File: config.mk
export PLATFORM = sky130hd
export DESIGN_NAME = fetch_stage
export DESIGN_NICKNAME = d
export VERILOG_FILES = /design/src/rtl/rv32i_pkg.sv /design/src/rtl/fetch_fifo.sv /design/src/rtl/fetch_stage.sv
export SDC_FILE = /design/constraint.sdc
export NUM_CORES = 1
export LEC_CHECK = 0
export CAP_MARGIN = 20
export CORE_UTILIZATION = 58
export CTS_BUF_LIST = sky130_fd_sc_hd__clkbuf_8
export DETAILED_ROUTE_END_ITERATION = 8
export PLACE_DENSITY = 0.82
export SLEW_MARGIN = 15
export SYNTH_ARGS = -nofsm -noshare
export SYNTH_HDL_FRONTEND = slang
export SYNTH_SLANG_ARGS = --single-unit
File: constraint.sdc
create_clock -name clk_i -period 5.26 [get_ports clk_i]
set_input_delay 0.789 -clock clk_i [delete_from_list [all_inputs] [get_ports clk_i]]
set_output_delay 0.789 -clock clk_i [all_outputs]
set_load 0.01 [all_outputs]
File: src/rtl/rv32i_pkg.sv
// Shared RV32I definitions for the front end of the stall-model pipeline.
//   NOP_INST       canonical bubble instruction (addi x0, x0, 0)
//   OP_*           major opcode field values (inst[6:0])
//   fetch_entry_t  one buffered fetch result: PC and instruction word
//   word_align     clears the byte-offset bits of an address
package rv32i_pkg;

   localparam logic [31:0] NOP_INST  = 32'h0000_0013;

   localparam logic [6:0]  OP_LUI    = 7'b0110111;
   localparam logic [6:0]  OP_AUIPC  = 7'b0010111;
   localparam logic [6:0]  OP_JAL    = 7'b1101111;
   localparam logic [6:0]  OP_JALR   = 7'b1100111;
   localparam logic [6:0]  OP_BRANCH = 7'b1100011;
   localparam logic [6:0]  OP_LOAD   = 7'b0000011;
   localparam logic [6:0]  OP_STORE  = 7'b0100011;
   localparam logic [6:0]  OP_IMM    = 7'b0010011;
   localparam logic [6:0]  OP_REG    = 7'b0110011;
   localparam logic [6:0]  OP_FENCE  = 7'b0001111;
   localparam logic [6:0]  OP_SYSTEM = 7'b1110011;

   typedef struct packed {
      logic [31:0] pc;
      logic [31:0] inst;
   } fetch_entry_t;

   function automatic logic [31:0] word_align(input logic [31:0] addr);
      return {addr[31:2], 2'b00};
   endfunction

endpackage

File: src/rtl/fetch_fifo.sv
// Synchronous FIFO of fetch_entry_t used as the IF instruction buffer.
//   clk_i, rst_ni   clock and synchronous active-low reset
//   push_i/data_i   write one entry (ignored when full)
//   pop_i           drop the head entry (ignored when empty)
//   clear_i         empty the FIFO; wins over push and pop in the same cycle
//   head_o          current head entry (meaningful when !empty_o)
//   full_o/empty_o  occupancy flags
//   count_o         number of stored entries, 0..DEPTH
// Pointers carry one extra MSB so full and empty are distinguishable when
// the index bits match.
module fetch_fifo
   import rv32i_pkg::*;
#(
   parameter int unsigned DEPTH = 4
) (
   input  logic                   clk_i,
   input  logic                   rst_ni,
   input  logic                   push_i,
   input  fetch_entry_t           data_i,
   input  logic                   pop_i,
   input  logic                   clear_i,
   output fetch_entry_t           head_o,
   output logic                   full_o,
   output logic                   empty_o,
   output logic [$clog2(DEPTH):0] count_o
);

   localparam int unsigned AW = $clog2(DEPTH);

   logic [AW:0]  wr_ptr_q, wr_ptr_d;
   logic [AW:0]  rd_ptr_q, rd_ptr_d;
   fetch_entry_t mem_q [DEPTH];
   fetch_entry_t mem_d [DEPTH];

   assign empty_o = (wr_ptr_q == rd_ptr_q);
   assign full_o  = (wr_ptr_q[AW] != rd_ptr_q[AW]) &&
                    (wr_ptr_q[AW-1:0] == rd_ptr_q[AW-1:0]);
   assign count_o = wr_ptr_q - rd_ptr_q;
   assign head_o  = mem_q[rd_ptr_q[AW-1:0]];

   always_comb begin
      wr_ptr_d = wr_ptr_q;
      rd_ptr_d = rd_ptr_q;
      mem_d    = mem_q;
      if (clear_i) begin
         wr_ptr_d = '0;
         rd_ptr_d = '0;
      end else begin
         if (push_i && !full_o) begin
            mem_d[wr_ptr_q[AW-1:0]] = data_i;
            wr_ptr_d = wr_ptr_q + 1'b1;
         end
         if (pop_i && !empty_o) begin
            rd_ptr_d = rd_ptr_q + 1'b1;
         end
      end
   end

   always_ff @(posedge clk_i) begin
      if (!rst_ni) begin
         wr_ptr_q <= '0;
         rd_ptr_q <= '0;
      end else begin
         wr_ptr_q <= wr_ptr_d;
         rd_ptr_q <= rd_ptr_d;
      end
   end

   // Storage needs no reset: the pointers define which entries are live.
   always_ff @(posedge clk_i) begin
      mem_q <= mem_d;
   end

endmodule

File: src/rtl/fetch_stage.sv
// IF stage: owns the fetch PC, issues instruction-memory reads, buffers the
// returned words and drives the IF/ID register feeding decode.
//   clk_i, rst_ni          clock and synchronous active-low reset
//   stall_if_i             hold the IF/ID register
//   flush_id_i             load a NOP bubble into the IF/ID register
//   pc_taken_i/target_i    EX-resolved redirect of the fetch stream
//   imem_req_o/addr_o      fetch request and word address
//   imem_gnt_i             request accepted this cycle
//   imem_rvalid_i/rdata_i  in-order read data return
//   inst_d_o/pc_d_o        instruction in ID and its PC
//   valid_d_o              0 when ID holds a bubble
//
// Memory handshake: a request transfers on a cycle where imem_req_o and
// imem_gnt_i are both high; imem_addr_o holds while req is high without gnt.
// Each transfer is answered by exactly one imem_rvalid_i pulse, in order, at
// least one cycle later. There is no backpressure on rvalid, so requests are
// only issued while every in-flight word is guaranteed a FIFO slot.
module fetch_stage
   import rv32i_pkg::*;
#(
   parameter int unsigned FIFO_DEPTH = 4,
   parameter logic [31:0] RESET_PC   = 32'h0000_0000
) (
   input  logic        clk_i,
   input  logic        rst_ni,
   input  logic        stall_if_i,
   input  logic        flush_id_i,
   input  logic        pc_taken_i,
   input  logic [31:0] pc_target_i,
   output logic        imem_req_o,
   output logic [31:0] imem_addr_o,
   input  logic        imem_gnt_i,
   input  logic        imem_rvalid_i,
   input  logic [31:0] imem_rdata_i,
   output logic [31:0] inst_d_o,
   output logic [31:0] pc_d_o,
   output logic        valid_d_o
);

   localparam int unsigned CW = $clog2(FIFO_DEPTH + 1);

   logic [31:0]   pc_q, pc_d;
   logic [CW-1:0] outstanding_q, outstanding_d;
   logic [CW-1:0] discard_q, discard_d;
   logic [31:0]   id_inst_q, id_inst_d;
   logic [31:0]   id_pc_q, id_pc_d;
   logic          id_valid_q, id_valid_d;

   logic          fifo_push, fifo_pop, fifo_full, fifo_empty;
   logic [CW-1:0] fifo_count;
   fetch_entry_t  fifo_head, fifo_wdata;
   logic [CW:0]   credit_used;
   logic          gnt_fire;

   // Credit counts FIFO entries plus every word still in flight, including
   // stale ones that will be discarded, so a push can never find it full.
   assign fifo_pop    = ~flush_id_i & ~stall_if_i & ~fifo_empty;
   assign credit_used = {1'b0, outstanding_q} + {1'b0, fifo_count}
                      - {{CW{1'b0}}, fifo_pop};
   assign imem_req_o  = rst_ni & ~pc_taken_i & (credit_used < (CW+1)'(FIFO_DEPTH));
   assign imem_addr_o = pc_q;
   assign gnt_fire    = imem_req_o & imem_gnt_i;

   // Words arriving during a redirect belong to the old stream.
   assign fifo_push   = imem_rvalid_i & (discard_q == '0) & ~pc_taken_i;
   assign fifo_wdata  = '{pc: pc_q - (32'd4 * 32'(outstanding_q)), inst: imem_rdata_i};

   fetch_fifo #(.DEPTH(FIFO_DEPTH)) u_fifo (
      .clk_i   (clk_i),
      .rst_ni  (rst_ni),
      .push_i  (fifo_push),
      .data_i  (fifo_wdata),
      .pop_i   (fifo_pop),
      .clear_i (pc_taken_i),
      .head_o  (fifo_head),
      .full_o  (fifo_full),
      .empty_o (fifo_empty),
      .count_o (fifo_count)
   );

   always_comb begin
      pc_d          = pc_q;
      outstanding_d = outstanding_q + CW'(gnt_fire) - CW'(imem_rvalid_i);
      discard_d     = discard_q;

      if (pc_taken_i) begin
         pc_d      = word_align(pc_target_i);
         // Everything still in flight after this cycle is from the old path.
         discard_d = outstanding_q - CW'(imem_rvalid_i);
      end else begin
         if (gnt_fire) begin
            pc_d = pc_q + 32'd4;
         end
         if (imem_rvalid_i && (discard_q != '0)) begin
            discard_d = discard_q - 1'b1;
         end
      end
   end

   // IF/ID register. A redirect alone does not squash ID; the hazard unit
   // asserts flush_id_i alongside pc_taken_i when that is required.
   always_comb begin
      id_inst_d  = id_inst_q;
      id_pc_d    = id_pc_q;
      id_valid_d = id_valid_q;
      if (flush_id_i) begin
         id_inst_d  = NOP_INST;
         id_pc_d    = '0;
         id_valid_d = 1'b0;
      end else if (!stall_if_i) begin
         if (!fifo_empty) begin
            id_inst_d  = fifo_head.inst;
            id_pc_d    = fifo_head.pc;
            id_valid_d = 1'b1;
         end else begin
            id_inst_d  = NOP_INST;
            id_pc_d    = '0;
            id_valid_d = 1'b0;
         end
      end
   end

   always_ff @(posedge clk_i) begin
      if (!rst_ni) begin
         pc_q          <= word_align(RESET_PC);
         outstanding_q <= '0;
         discard_q     <= '0;
         id_inst_q     <= NOP_INST;
         id_pc_q       <= '0;
         id_valid_q    <= 1'b0;
      end else begin
         pc_q          <= pc_d;
         outstanding_q <= outstanding_d;
         discard_q     <= discard_d;
         id_inst_q     <= id_inst_d;
         id_pc_q       <= id_pc_d;
         id_valid_q    <= id_valid_d;
      end
   end

   assign inst_d_o  = id_inst_q;
   assign pc_d_o    = id_pc_q;
   assign valid_d_o = id_valid_q;

   a_no_overflow: assert property (@(posedge clk_i) disable iff (!rst_ni)
      !(fifo_push && fifo_full));

endmodule

Yosys cells after proc, flatten, opt, wreduce, memory -nomap -nowiden
Cells that the tools add are included.

$add $sub $neg: 11. $lt $le $gt $ge: 4. Equal/unequal tests: 3. Mux-type cells: 13. Bitwise gates (word level): 14. Reductions and logical operators: 14.

Operator list (number): 256-bit bitwise mux (1); 64-bit 2-to-1 mux (3); 64-bit binary-select mux with 2-bit select (1); 64-bit demux with 2-bit select (1); 32-bit 2-to-1 mux (4); 32-bit by 3-bit adder with 32-bit output (second input constant) (1); 32-bit by 5-bit subtractor with 32-bit output (1); 1-bit bitwise AND (7); 3-bit by 1-bit adder with 3-bit output (second input constant) (2); 3-bit greater-or-equal comparator (second input constant) (2); 3-bit 2-to-1 mux (2); 2-bit inverter with 3-bit output (2); 3-bit by 1-bit subtractor with 3-bit output (2); 1-bit logical AND (5); 1-bit inverter (5); 3-bit by 3-bit adder with 4-bit output (1); 4-bit by 3-bit < comparator with 1-bit output (second input constant) (1); 2-bit nonzero test (2); 2-bit OR reduction (2); 4-bit by 1-bit subtractor with 4-bit output (1); 3-bit by 1-bit adder with 3-bit output (1); 3-bit equality test (1); 3-bit logical NOT (1); 3-bit by 1-bit < comparator with 1-bit output (second input constant) (1); other kinds (8) (9).

Register bits after elaboration: 365. Bits of input ports: 71. Output and inout port bits: 98. Word-level logic and storage cells: 76.

Logic depth before layout (Yosys ltp)
Gate-level depths: netlist (run 1).

Word-level depth: 9. Depth in mapped cells: 22. Gate-level depth less buffers: 20.

By module
A second synthesis (run 1) with hierarchy kept.

Cells, all modules: 995. Area, all modules: 14805.4 µm².

Modules (own cells, without submodules): fetch_fifo (times used 1, cells an instance 390, area an instance 9724.3 µm², seq. area each 7807.5 µm²); fetch_stage (times used 1, cells an instance 605, area an instance 5081.1 µm², seq. area each 2021.9 µm²).

Least setup slack after synthesis (run 1)
No wires, ideal clock.

Path type: register to register. Start point: register u_fifo.rd_ptr_q[1]. End point: register outstanding_q[2]. Library setup time: 0.128 ns. Data arrival time: 4.355 ns. Slack: 0.777 ns. Cell stages (with the launch flop): 23. Path buffers: 3. Clock period less this slack: 4.483 ns. Cells stage by stage: dfxtp_1 clkbuf_1 clkbuf_1 inv_1 ha_1 a31o_2 nor2_1 ha_1 inv_1 ha_1 and3b_1 o211ai_1 nand2_1 inv_1 buf_2 ha_1 inv_1 ha_1 inv_1 fa_1 xnor2_1 xnor2_1 nor2_1.

Word-level cells in the longest chain between the ends: 9. Elaborated cells between the ends (all ways): 11. Classes of those cells: add/sub: 5; order compare: 1; eq/ne: 1; bitwise: 4.

Ends and longest elaborated chain: from (decl) (RTL line fetch_fifo.sv:31) `logic [AW:0] rd_ptr_q, rd_ptr_d;`; from (signal assigned) (RTL line fetch_fifo.sv:65) `rd_ptr_q <= rd_ptr_d;`; parallel branches: the longest is 3 deep, another holds 3-bit by 3-bit adder with 4-bit output; 4-bit by 1-bit subtractor with 4-bit output * (RTL line fetch_stage.sv:59) `- {{CW{1'b0}}, fifo_pop};`; 4-bit by 3-bit < comparator with 1-bit output * (RTL line fetch_stage.sv:60) `assign imem_req_o = rst_ni & ~pc_taken_i & (credit_used < (CW+1)'(FIFO_DEPTH));`; 1-bit bitwise AND * (RTL line fetch_stage.sv:60); 1-bit bitwise AND * (RTL line fetch_stage.sv:62) `assign gnt_fire = imem_req_o & imem_gnt_i;`; 3-bit by 1-bit adder with 3-bit output * (RTL line fetch_stage.sv:83) `outstanding_d = outstanding_q + CW'(gnt_fire) - CW'(imem_rvalid_i);`; 3-bit by 1-bit subtractor with 3-bit output * (RTL line fetch_stage.sv:83); to (signal assigned) (RTL line fetch_stage.sv:133) `outstanding_q <= outstanding_d;`; to (decl) (RTL line fetch_stage.sv:43) `logic [CW-1:0] outstanding_q, outstanding_d;`.

Mark *: on every way between the ends. A chain may end at the register's enable or synchronous reset.

Final worst setup path (run 1)
Start point: register u_fifo.wr_ptr_q[0]. End point: register outstanding_q[2].

Word-level cells in the longest chain between the ends: 9. Elaborated cells between the ends (all ways): 11. Classes of those cells: add/sub: 5; order compare: 1; eq/ne: 1; bitwise: 4.

Ends and longest elaborated chain: from (decl) (RTL line fetch_fifo.sv:30) `logic [AW:0] wr_ptr_q, wr_ptr_d;`; from (signal assigned) (RTL line fetch_fifo.sv:64) `wr_ptr_q <= wr_ptr_d;`; parallel branches: the longest is 3 deep, another holds 3-bit by 3-bit adder with 4-bit output; 4-bit by 1-bit subtractor with 4-bit output * (RTL line fetch_stage.sv:59); 4-bit by 3-bit < comparator with 1-bit output * (RTL line fetch_stage.sv:60); 1-bit bitwise AND * (RTL line fetch_stage.sv:60); 1-bit bitwise AND * (RTL line fetch_stage.sv:62); 3-bit by 1-bit adder with 3-bit output * (RTL line fetch_stage.sv:83); 3-bit by 1-bit subtractor with 3-bit output * (RTL line fetch_stage.sv:83).

Marked as above.

==> flow_summary_export.csv, run 1 <==
group,metric,value,unit
route,drc,0,
placement,dpl_cell_area,0.0164,mm^2
global_routing,first_global_vias,9169,
timing,hold_violations,0,
floorplan,die_width,160,um
power,p_per_area,341,mW/mm^2
critical_path,path_cells,"inv_1, ha_1, inv_1, fa_1, xnor2_1, ha_1, inv_1, ha_1, nor4bb_1, nand4_1, buf_4, nand2_1, inv_1, ha_1, inv_1, ha_1, inv_1, fa_1, xnor2_1, xnor2_1, nor2_1",
clock_tree,cts.sinks,353,
logic_synthesis,async_flop_share,0,%
floorplan,rows,57,
placement,numPortBuffers,162,
critical_path,arrival,5.03,ns
timing,relSlewSlack,36.4,%
timing,finClkSkew,0.0426,ns
cells_and_area,multi_input_area,0.00456,mm^2
floorplan,coreArea,0.0244,mm^2
critical_path,worstPathMaxFanout,16,
timing,fin_crit,4.60,ns
critical_path,required,5.69,ns
placement,gp_congestion,0.835,
clock_tree,cts_buffers,55,
global_routing,grt_use_met1,32.8,%
clock_tree,clock_latency,0.60,ns
clock_tree,clock_path_buffers,3,
power,power_switching,1470,uW
global_routing,grt.met2_usage,40.8,%
critical_path,worst-setup-path-type,"flop to flop",
critical_path,critPathMaxStageDelay,0.38,ns
power,p_int,4500,uW
timing,tns,0,ns
cells_and_area,fin_util,71.7,%
global_routing,top_usage_layer,"met2",
timing,worstMarginPinSlew,0.954,ns
cells_and_area,area_delta_synth_final,20.7,%
cells_and_area,drive_gt1_share,14.7,%
run_status,status,"completed",
floorplan,pin_count,169,
timing,period_share,87.4,%
logic_synthesis,syn_inst,996,
logic_synthesis,synth-seq-cells,353,
route,via_per_inst,5.95,
floorplan,die_y,160,um
logic_synthesis,ys_seq_area_share,65.9,%
logic_synthesis,synth_edf_count,248,
power,p_comb_share,11.0,%
logic_synthesis,syn_avg_cell_area,14.5,um^2
logic_synthesis,yosys_warnings,0,
critical_path,startpoint_type,"flop",
clock_tree,clk_pin_slew_worst_paths,0.06,ns
timing,grt_setup_unrepaired,"false",
route,drtIter0Drc,676,
critical_path,cpMostUsedCell,"inv_1",
clock_tree,root_buffer,"clkbuf_8",
global_routing,antenna_found_initial,0,
clock_tree,ctsHoldBuffers,0,
cells_and_area,regArea,0.00955,mm^2
clock_tree,cts_setup_buffers,0,
power,sw_frac_of_total,24.6,%
global_routing,grt-ovfl-total,0,
cells_and_area,fillerInstances,1594,
clock_tree,cts_resized,0,
power,p_seq_share,53.2,%
cells_and_area,nets,1263,
logic_synthesis,netlist_area,0.0145,mm^2
floorplan,dieArea,0.0256,mm^2
floorplan,start_util,59.4,%
global_routing,grt_pass1_wl,48500,um
power,pwr-share-clk,35.8,%
power,p_leak,0.00581,uW
flow_run,drv_cap,0,
clock_tree,cts_tree,"built",
cells_and_area,design_area,0.0175,mm^2
cells_and_area,diodes,0,
route,vias,9144,
timing,finalSetupViolations,0,
min_path,hold_class,"flop to flop",
timing,fmax,217,MHz
global_routing,grt_max_degree,65,
placement,hpwl,19900,um
logic_synthesis,ys_types,67,
critical_path,cpMaxStageDelayCell,"fa_1",
route,first_pass_iters,5,
logic_synthesis,synth_flop_cell,"edfxtp_1",
route,wire_per_inst,20.2,um
power,irDropWorstVdd,0.194,mV
global_routing,met3_usage,4.36,%
cells_and_area,final_cell_mix,"edfxtp_1 (248), clkdlybuf4s50_1 (161), dfxtp_1 (103), nor2_1 (93)",
route,ant_nets,0,
cells_and_area,mostFrequentLayoutCell,"edfxtp_1",
route,postRouteWirelength,31100,um
timing,slew_viol_final,0,
clock_tree,htree_num_levels,2,
critical_path,end_kind,"flop",
global_routing,grtUsageTotal,24.6,%
[sequential cells by signal, indices dropped and copies added, names as in the netlist]
name / cells
discard_q: 3
outstanding_q: 3
pc_d_o: 30
imem_addr_o: 30
u_fifo.mem_q: 248
u_fifo.wr_ptr_q: 3
u_fifo.rd_ptr_q: 3
inst_d_o: 32
valid_d_o: 1
[power groups by stage]
stage	sequential [uW]	clock [uW]	combinational [uW]
6_report	3180	2140	655
5_1_grt	3180	2290	715
4_1_cts	3180	2170	654
3_5_place_dp	3230	0	649
3_3_place_gp	3230	0	626
2_1_floorplan	3210	0	423
[cell type report]
class,count,share of cell area [%]
inverter,30,0.644
clock buffer,60,4.72
sequential,353,54.6
clock inverter,44,1.29
timing repair buffer,179,10.4
tap,324,2.32
multi-input combinational,548,26.1
[synth_stat cells, types with 5 or more instances]
cell type	instances	share of area [%]
nand2_1	58	1.5
nor4_1	6	0.26
o21ai_0	17	0.59
ha_1	22	1.9
and2_1	6	0.26
nand4_1	9	0.39
dfxtp_1	105	15
buf_2	9	0.31
clkbuf_1	48	1.2
xor2_1	15	0.91
nor3_1	18	0.62
nand3_1	16	0.55
mux2_2	7	0.54
xnor2_1	28	1.7
a211oi_1	9	0.47
edfxtp_1	248	51
and3_1	7	0.30
a22oi_1	62	3.2
o211ai_1	7	0.36
and4_1	6	0.36
nor2b_1	5	0.22
inv_1	29	0.75
nor2_1	93	2.4
a21oi_1	30	1.0
mux4_2	62	9.6
[final timing paths]
check / from / end / slack [ns] / depth (start not counted)
setup / recovery: u_fifo.wr_ptr_q[0]$_SDFFE_PP0P_ / outstanding_q[2]$_SDFF_PN0_ / 0.66 / 21
hold / removal: inst_d_o[4]$_SDFFE_PP1N_ / inst_d_o[4]$_SDFFE_PP1N_ / 0.48 / 2
setup reg to reg: u_fifo.wr_ptr_q[0]$_SDFFE_PP0P_ / outstanding_q[2]$_SDFF_PN0_ / 0.66 / 21
hold reg to reg: inst_d_o[4]$_SDFFE_PP1N_ / inst_d_o[4]$_SDFFE_PP1N_ / 0.48 / 2
[cell families (layout without fill, tap and decap cells)]
logic type                 count (synthesis)  after routing  synth area share, %
AOI/OAI and AO/OA                        157            157                 7.50
xor gates and xnor gates                  43             43                 2.60
adders and majority gates                 25             25                 2.31
buffers and inverters                     98            313                 2.88
DFF                                      353            353                 65.9
muxes                                     72             72                 10.4
other                                      1              4               0.0259
and+or+nand+nor                          247            247                 8.40
[routing by layer]
metal | routed length [um] | vias up
met5 | 0 | -
met1 | 12900 | 4536
li1 | - | 4155
met3 | 2100 | 57
met2 | 15400 | 396
met4 | 739 | 0
[stage by stage]
| step | cells | hold WS, ns | total power [uW] | worst slack, ns |
|---|---|---|---|---|
| 5_1_grt | 1538 | 0.509 | 6190 | 0.283 |
| 6_report | 1538 | 0.481 | 5970 | 0.660 |
| 4_1_cts | 1538 | 0.481 | 6000 | 0.646 |
| 2_1_floorplan | 999 | 0.490 | 3630 | 0.777 |
| 3_5_place_dp | 1434 | 0.466 | 3880 | 0.660 |
| 3_3_place_gp | 1433 | 0.456 | 3850 | 0.769 |
[critical path: cells and delay by family (launching register included)]
family | cells | cell delay, ns
adders and majority gates | 7 | 2.00
and+or+nand+nor | 4 | 0.84
buffers and inverters | 7 | 0.82
xor gates and xnor gates | 3 | 0.46
DFF | 1 | 0.35
Power figures use the tool's default switching activity.
==> run 2: changes to the inputs <==
CORE_MARGIN = 2   (was not set)
==> run 2 against run 1 <==
Against the previous run:
- final area increased by 0.29%
- register-to-register slack got worse by 0.20 ns
- combinational power is essentially flat
- clock-buffer cell count increased by 6
- power up 2.5%
- wire length down 0.55%
- clock skew down 0.011 ns
- cell count shrank 0.26%
- critical path depth shrank 1
- die area up 2.5%
- largest cell class unchanged
==> flow_summary_export.csv, run 2 (same netlist as run 1, synthesis figures left out) <==
group,metric,value,unit
route,vias,9065,
clock_tree,cts_setup_buffers,0,
placement,gp_congestion,0.810,
placement,hpwl,19300,um
timing,relSlewSlack,35.0,%
run_status,status,"completed",
timing,finClkSkew,0.0314,ns
clock_tree,htree_num_levels,2,
timing,hold_violations,0,
critical_path,end_kind,"flop",
timing,worstMarginPinSlew,0.975,ns
cells_and_area,area_delta_synth_final,21.1,%
critical_path,arrival,5.24,ns
critical_path,worst-setup-path-type,"flop to flop",
critical_path,worstPathMaxFanout,16,
critical_path,reg2reg_depth,20,
route,first_pass_iters,7,
timing,hold_slack,0.491,ns
clock_tree,cts_tree,"built",
floorplan,die_width,162,um
power,report.power.total,6120,uW
critical_path,required,5.70,ns
power,p_leak,0.00580,uW
cells_and_area,final_cell_mix,"edfxtp_1 (248), clkdlybuf4s50_1 (161), dfxtp_1 (103), nor2_1 (93), clkbuf_8 (66)",
route,drtIter0Drc,646,
clock_tree,cts.sinks,353,
global_routing,first_global_vias,9205,
clock_tree,clock_latency,0.60,ns
cells_and_area,fin_util,71.9,%
timing,period_share,91.3,%
timing,fin_crit,4.80,ns
flow_run,drv_cap,0,
route,wire_per_inst,20.2,um
timing,finalSetupViolations,0,
cells_and_area,largest_register,"u_fifo.mem_q",
global_routing,antenna_found_initial,0,
route,via_per_inst,5.91,
cells_and_area,drive_gt1_share,15.3,%
floorplan,start_util,59.4,%
power,irDropWorstVdd,0.184,mV
global_routing,grt_max_degree,65,
cells_and_area,multi_input_area,0.00456,mm^2
min_path,whs_path_depth,2,
timing,slew_viol_final,0,
floorplan,pin_count,169,
route,postRouteWirelength,31000,um
critical_path,crit_start,"u_fifo.rd_ptr_q[0]$_SDFFE_PP0P_",
route,ant_nets,0,
clock_tree,ctsHoldBuffers,0,
cells_and_area,regArea,0.00955,mm^2
timing,fmax,208,MHz
floorplan,die_y,162,um
cells_and_area,diodes,0,
power,p_per_area,349,mW/mm^2
clock_tree,root_buffer,"clkbuf_8",
global_routing,grt-ovfl-total,0,
cells_and_area,nets,1260,
clock_tree,cts_buffers,54,
clock_tree,cts_resized,0,
cells_and_area,mostFrequentLayoutCell,"edfxtp_1",
cells_and_area,fillerInstances,1539,
floorplan,dieArea,0.0263,mm^2
global_routing,grt_pass1_wl,48700,um
clock_tree,clock_path_buffers,3,
critical_path,reg2reg_from,"u_fifo.rd_ptr_q[0]$_SDFFE_PP0P_",
floorplan,rows,57,
critical_path,startpoint_type,"flop",
floorplan,coreArea,0.0244,mm^2
cells_and_area,largest_reg_flops,248,
route,drc,0,
timing,tns,0,ns
timing,grt_setup_unrepaired,"false",
global_routing,grtUsageTotal,23.9,%
placement,numPortBuffers,162,
clock_tree,clk_pin_slew_worst_paths,0.06,ns
min_path,hold_class,"flop to flop",
min_path,hold_start,"valid_d_o$_SDFFE_PP0N_",
run 2: changes by cell type in the layout (fill, tap and decap cells not counted), sizes merged:
cell      before  now
buf           18   16
clkbuf        60   66
bufinv         1    2
inv           53   46
clkinvlp       1    3
clkinv        19   15
run 2: critical path, cell delays in order (launching register included):
cell and delay [ns]:
dfxtp_4 0.55, ha_1 0.20, inv_1 0.04, fa_1 0.37, xnor2_1 0.14, ha_1 0.29
inv_1 0.04, ha_1 0.34, nor4bb_1 0.38, nand4_1 0.14, buf_4 0.21, nand2_1 0.35
inv_1 0.31, ha_1 0.35, inv_1 0.05, ha_1 0.13, inv_1 0.05, fa_1 0.37
xnor2_1 0.17, xnor2_1 0.14, nor2_1 0.05
run 2: worst paths after layout:
kind | to | slack [ns]
max reg2reg | outstanding_q[2]$_SDFF_PN0_ | 0.46
min reg2reg | valid_d_o$_SDFFE_PP0N_ | 0.49
max | outstanding_q[2]$_SDFF_PN0_ | 0.46
min | valid_d_o$_SDFFE_PP0N_ | 0.49
run 2: layout make-up:
cell class                      count  share of cell area (%)
Sequential cell                   353                    54.4
Multi-Input combinational cell    548                    26.0
Timing Repair Buffer              177                    10.1
Clock buffer                       66                    5.18
Tap cell                          324                    2.31
Clock inverter                     36                    1.30
Inverter                           30                   0.642
run 2: stage by stage:
stage          cells  area [um^2]  setup slack (ns)
2_1_floorplan    999        14500             0.777
3_3_place_gp    1432        16400             0.567
3_5_place_dp    1432        16400             0.501
4_1_cts         1534        17500             0.458
5_1_grt         1534        17500             0.126
6_report        1534        17500             0.458
run 2: per-layer routing:
layer,vias to the layer above,global-route usage [%],part of all wire (%),wire (um)
met5,-,0,0,0
met4,0,6.96,1.5,473
met3,42,4.16,7.2,2240
met2,392,39.2,50,15400
met1,4496,33.3,41,12800
li1,4135,-,-,-
run 2: power by group:
| part | internal [uW] | total (uW) | switching, uW |
|---|---|---|---|
| clock network | 1240 | 2290 | 1040 |
| logic | 282 | 656 | 374 |
| registers | 3110 | 3180 | 68.5 |
| total | 4640 | 6120 | 1480 |
==> run 3: changes to the inputs <==
==> constraint.sdc (replaced) <==
create_clock -name clk_i -period 5.26 [get_ports clk_i]
set_input_delay 1.052 -clock clk_i [delete_from_list [all_inputs] [get_ports clk_i]]
set_output_delay 1.052 -clock clk_i [all_outputs]
set_load 0.01 [all_outputs]
==> run 3 against run 2 <==
Against the previous run:
- die area unchanged
- fmax fell by 1.4%
- cell count grew 0.20%
- final area fell by 0.58%
- clock skew is 0.0018 ns lower
- register-to-register slack better by 0.35 ns
- core utilization shrank 0.42 points
- critical path type is now flop to primary output
==> flow_summary_export.csv, run 3 (same netlist as run 1, synthesis figures left out) <==
group,metric,value,unit
run_status,status,"completed",
global_routing,grt_pass1_wl,48900,um
global_routing,grt-ovfl-total,0,
cells_and_area,final_cell_mix,"edfxtp_1 (248), clkdlybuf4s50_1 (161), dfxtp_1 (103), nor2_1 (93)",
power,irDropWorstVdd,0.175,mV
clock_tree,cts_setup_buffers,0,
critical_path,arrival,3.82,ns
power,p_leak,0.00579,uW
timing,hold_violations,0,
route,drc,0,
route,first_pass_iters,5,
clock_tree,clock_latency,0.59,ns
critical_path,crit_start,"u_fifo.wr_ptr_q[0]$_SDFFE_PP0P_",
route,wire_per_inst,20.6,um
critical_path,worst-setup-path-type,"flop to primary output",
floorplan,die_y,162,um
route,postRouteWirelength,31600,um
route,ant_nets,0,
critical_path,cpMostUsedCell,"ha_1",
cells_and_area,nets,1265,
global_routing,grtUsageTotal,24.1,%
clock_tree,root_buffer,"clkbuf_8",
timing,worstMarginPinSlew,1.01,ns
route,vias,9163,
power,power_switching,1470,uW
critical_path,startpoint_type,"flop",
floorplan,pin_count,169,
clock_tree,ctsHoldBuffers,0,
placement,numPortBuffers,162,
cells_and_area,largest_reg_flops,248,
cells_and_area,diodes,0,
timing,hold_slack,0.481,ns
clock_tree,cts_buffers,53,
route,drtIter0Drc,724,
critical_path,crit_path_end,"imem_req_o",
critical_path,end_kind,"primary output",
power,pwr-share-clk,35.0,%
critical_path,critPathMaxStageDelay,0.56,ns
floorplan,die_width,162,um
clock_tree,clk_pin_slew_worst_paths,0.06,ns
critical_path,worstPathMaxFanout,6,
min_path,hold_class,"flop to flop",
clock_tree,cts_tree,"built",
critical_path,r2r_end,"outstanding_q[2]$_SDFF_PN0_",
clock_tree,cts.sinks,353,
critical_path,cpMaxStageDelayCell,"clkdlybuf4s50_1",
floorplan,rows,57,
power,sw_frac_of_total,24.9,%
critical_path,rrSetupSlack,0.81,ns
global_routing,grt_max_degree,65,
clock_tree,cts_resized,0,
placement,hpwl,20500,um
clock_tree,clock_path_buffers,3,
global_routing,antenna_found_initial,0,
critical_path,reg2reg_from,"u_fifo.wr_ptr_q[0]$_SDFFE_PP0P_",
power,p_seq_share,53.8,%
timing,fmax,205,MHz
cells_and_area,area_delta_synth_final,20.4,%
cells_and_area,drive_gt1_share,14.4,%
timing,finClkSkew,0.0296,ns
floorplan,dieArea,0.0263,mm^2
critical_path,cpLargestDelayFamily,"adder cells",
critical_path,path_cells,"inv_1, ha_1, a31o_2, nor2_1, ha_1, inv_1, ha_1, and3b_1, nor3_1, a21bo_2, a22oi_1, nor2_1, clkdlybuf4s50_1",
floorplan,start_util,59.4,%
global_routing,first_global_vias,9077,
route,via_per_inst,5.96,
timing,period_share,92.5,%
power,p_per_area,339,mW/mm^2
timing,grt_setup_unrepaired,"false",
timing,slew_viol_final,0,
timing,finalSetupViolations,0,
timing,tns,0,ns
clock_tree,htree_num_levels,2,
cells_and_area,largest_register,"u_fifo.mem_q",
critical_path,reg2reg_depth,22,
timing,relSlewSlack,32.3,%
critical_path,crit_buf_inv,3,
cells_and_area,mostFrequentLayoutCell,"edfxtp_1",
flow_run,drv_cap,0,
power,p_int,4440,uW
power,p_comb_share,11.2,%
timing,fin_crit,4.87,ns
critical_path,cp.depth,13,
placement,gp_congestion,0.818,
floorplan,coreArea,0.0244,mm^2
critical_path,required,4.21,ns
## run 3: changes by cell type in the layout (fill, tap and decap cells not counted)
cell | previous run | this run
bufinv_16 | 2 | 1
clkinv_2 | 8 | 5
inv_1 | 45 | 53
buf_4 | 11 | 17
clkbuf_8 | 66 | 56
inv_6 | 0 | 1
clkinv_1 | 6 | 11
clkinvlp_4 | 3 | 0
## run 3: power by group through the flow
stage	registers, uW	clock network, uW	logic, uW
finish	3180	2070	661
CTS	3180	2100	663
floorplan	3210	0	423
detailed placement	3230	0	659
global route	3180	2220	725
global placement	3230	0	631
## run 3: area by class of cell
cell class              instances  area [um^2]
flip-flops and latches        353         9550
well taps                     324          405
multi-input cells             548         4560
clock inverters                43          219
inverters                      30          113
clock buffers                  56          771
fillers                      1614         6950
repair buffers                183         1820
## run 3: how the worst min path moves through the flow
| stage | from | to | slack [ns] | depth (start not counted) |
|---|---|---|---|---|
| 2_1_floorplan | valid_d_o$_SDFFE_PP0N_ | valid_d_o$_SDFFE_PP0N_ | 0.49 | 2 |
| 3_3_place_gp | inst_d_o[0]$_SDFFE_PP1N_ | inst_d_o[0]$_SDFFE_PP1N_ | 0.46 | 2 |
| 3_5_place_dp | valid_d_o$_SDFFE_PP0N_ | valid_d_o$_SDFFE_PP0N_ | 0.47 | 2 |
| 4_1_cts | valid_d_o$_SDFFE_PP0N_ | valid_d_o$_SDFFE_PP0N_ | 0.48 | 2 |
| 5_1_grt | valid_d_o$_SDFFE_PP0N_ | valid_d_o$_SDFFE_PP0N_ | 0.50 | 2 |
| 6_report | valid_d_o$_SDFFE_PP0N_ | valid_d_o$_SDFFE_PP0N_ | 0.48 | 2 |
## run 3: metrics by stage
stage	area, um^2	utilization (%)	instances	power [uW]	worst slack, ns
6_report	17400	71.5	1537	5910	0.392
5_1_grt	17400	71.5	1537	6130	0.127
4_1_cts	17400	71.5	1537	5940	0.370
3_5_place_dp	16500	67.5	1438	3890	0.567
3_3_place_gp	16500	67.5	1438	3860	0.619
2_1_floorplan	14500	-	999	3630	0.777
## run 3: tightest hold or removal path, delay by kind of cell, from the launching register on
family	cells	cell delay [ns]
AOI/OAI and AO/OA	1	0.05
DFF	1	0.32
and+or+nand+nor	1	0.06
## run 3: layer usage
metal | share of wire, % | track usage, % | wire length, um | vias up
met5 | 0 | 0 | 0 | -
met4 | 2.1 | 7.04 | 651 | 0
met3 | 6.9 | 4.34 | 2180 | 58
met2 | 49 | 40.2 | 15600 | 384
met1 | 42 | 32.9 | 13200 | 4563
li1 | - | - | - | 4158
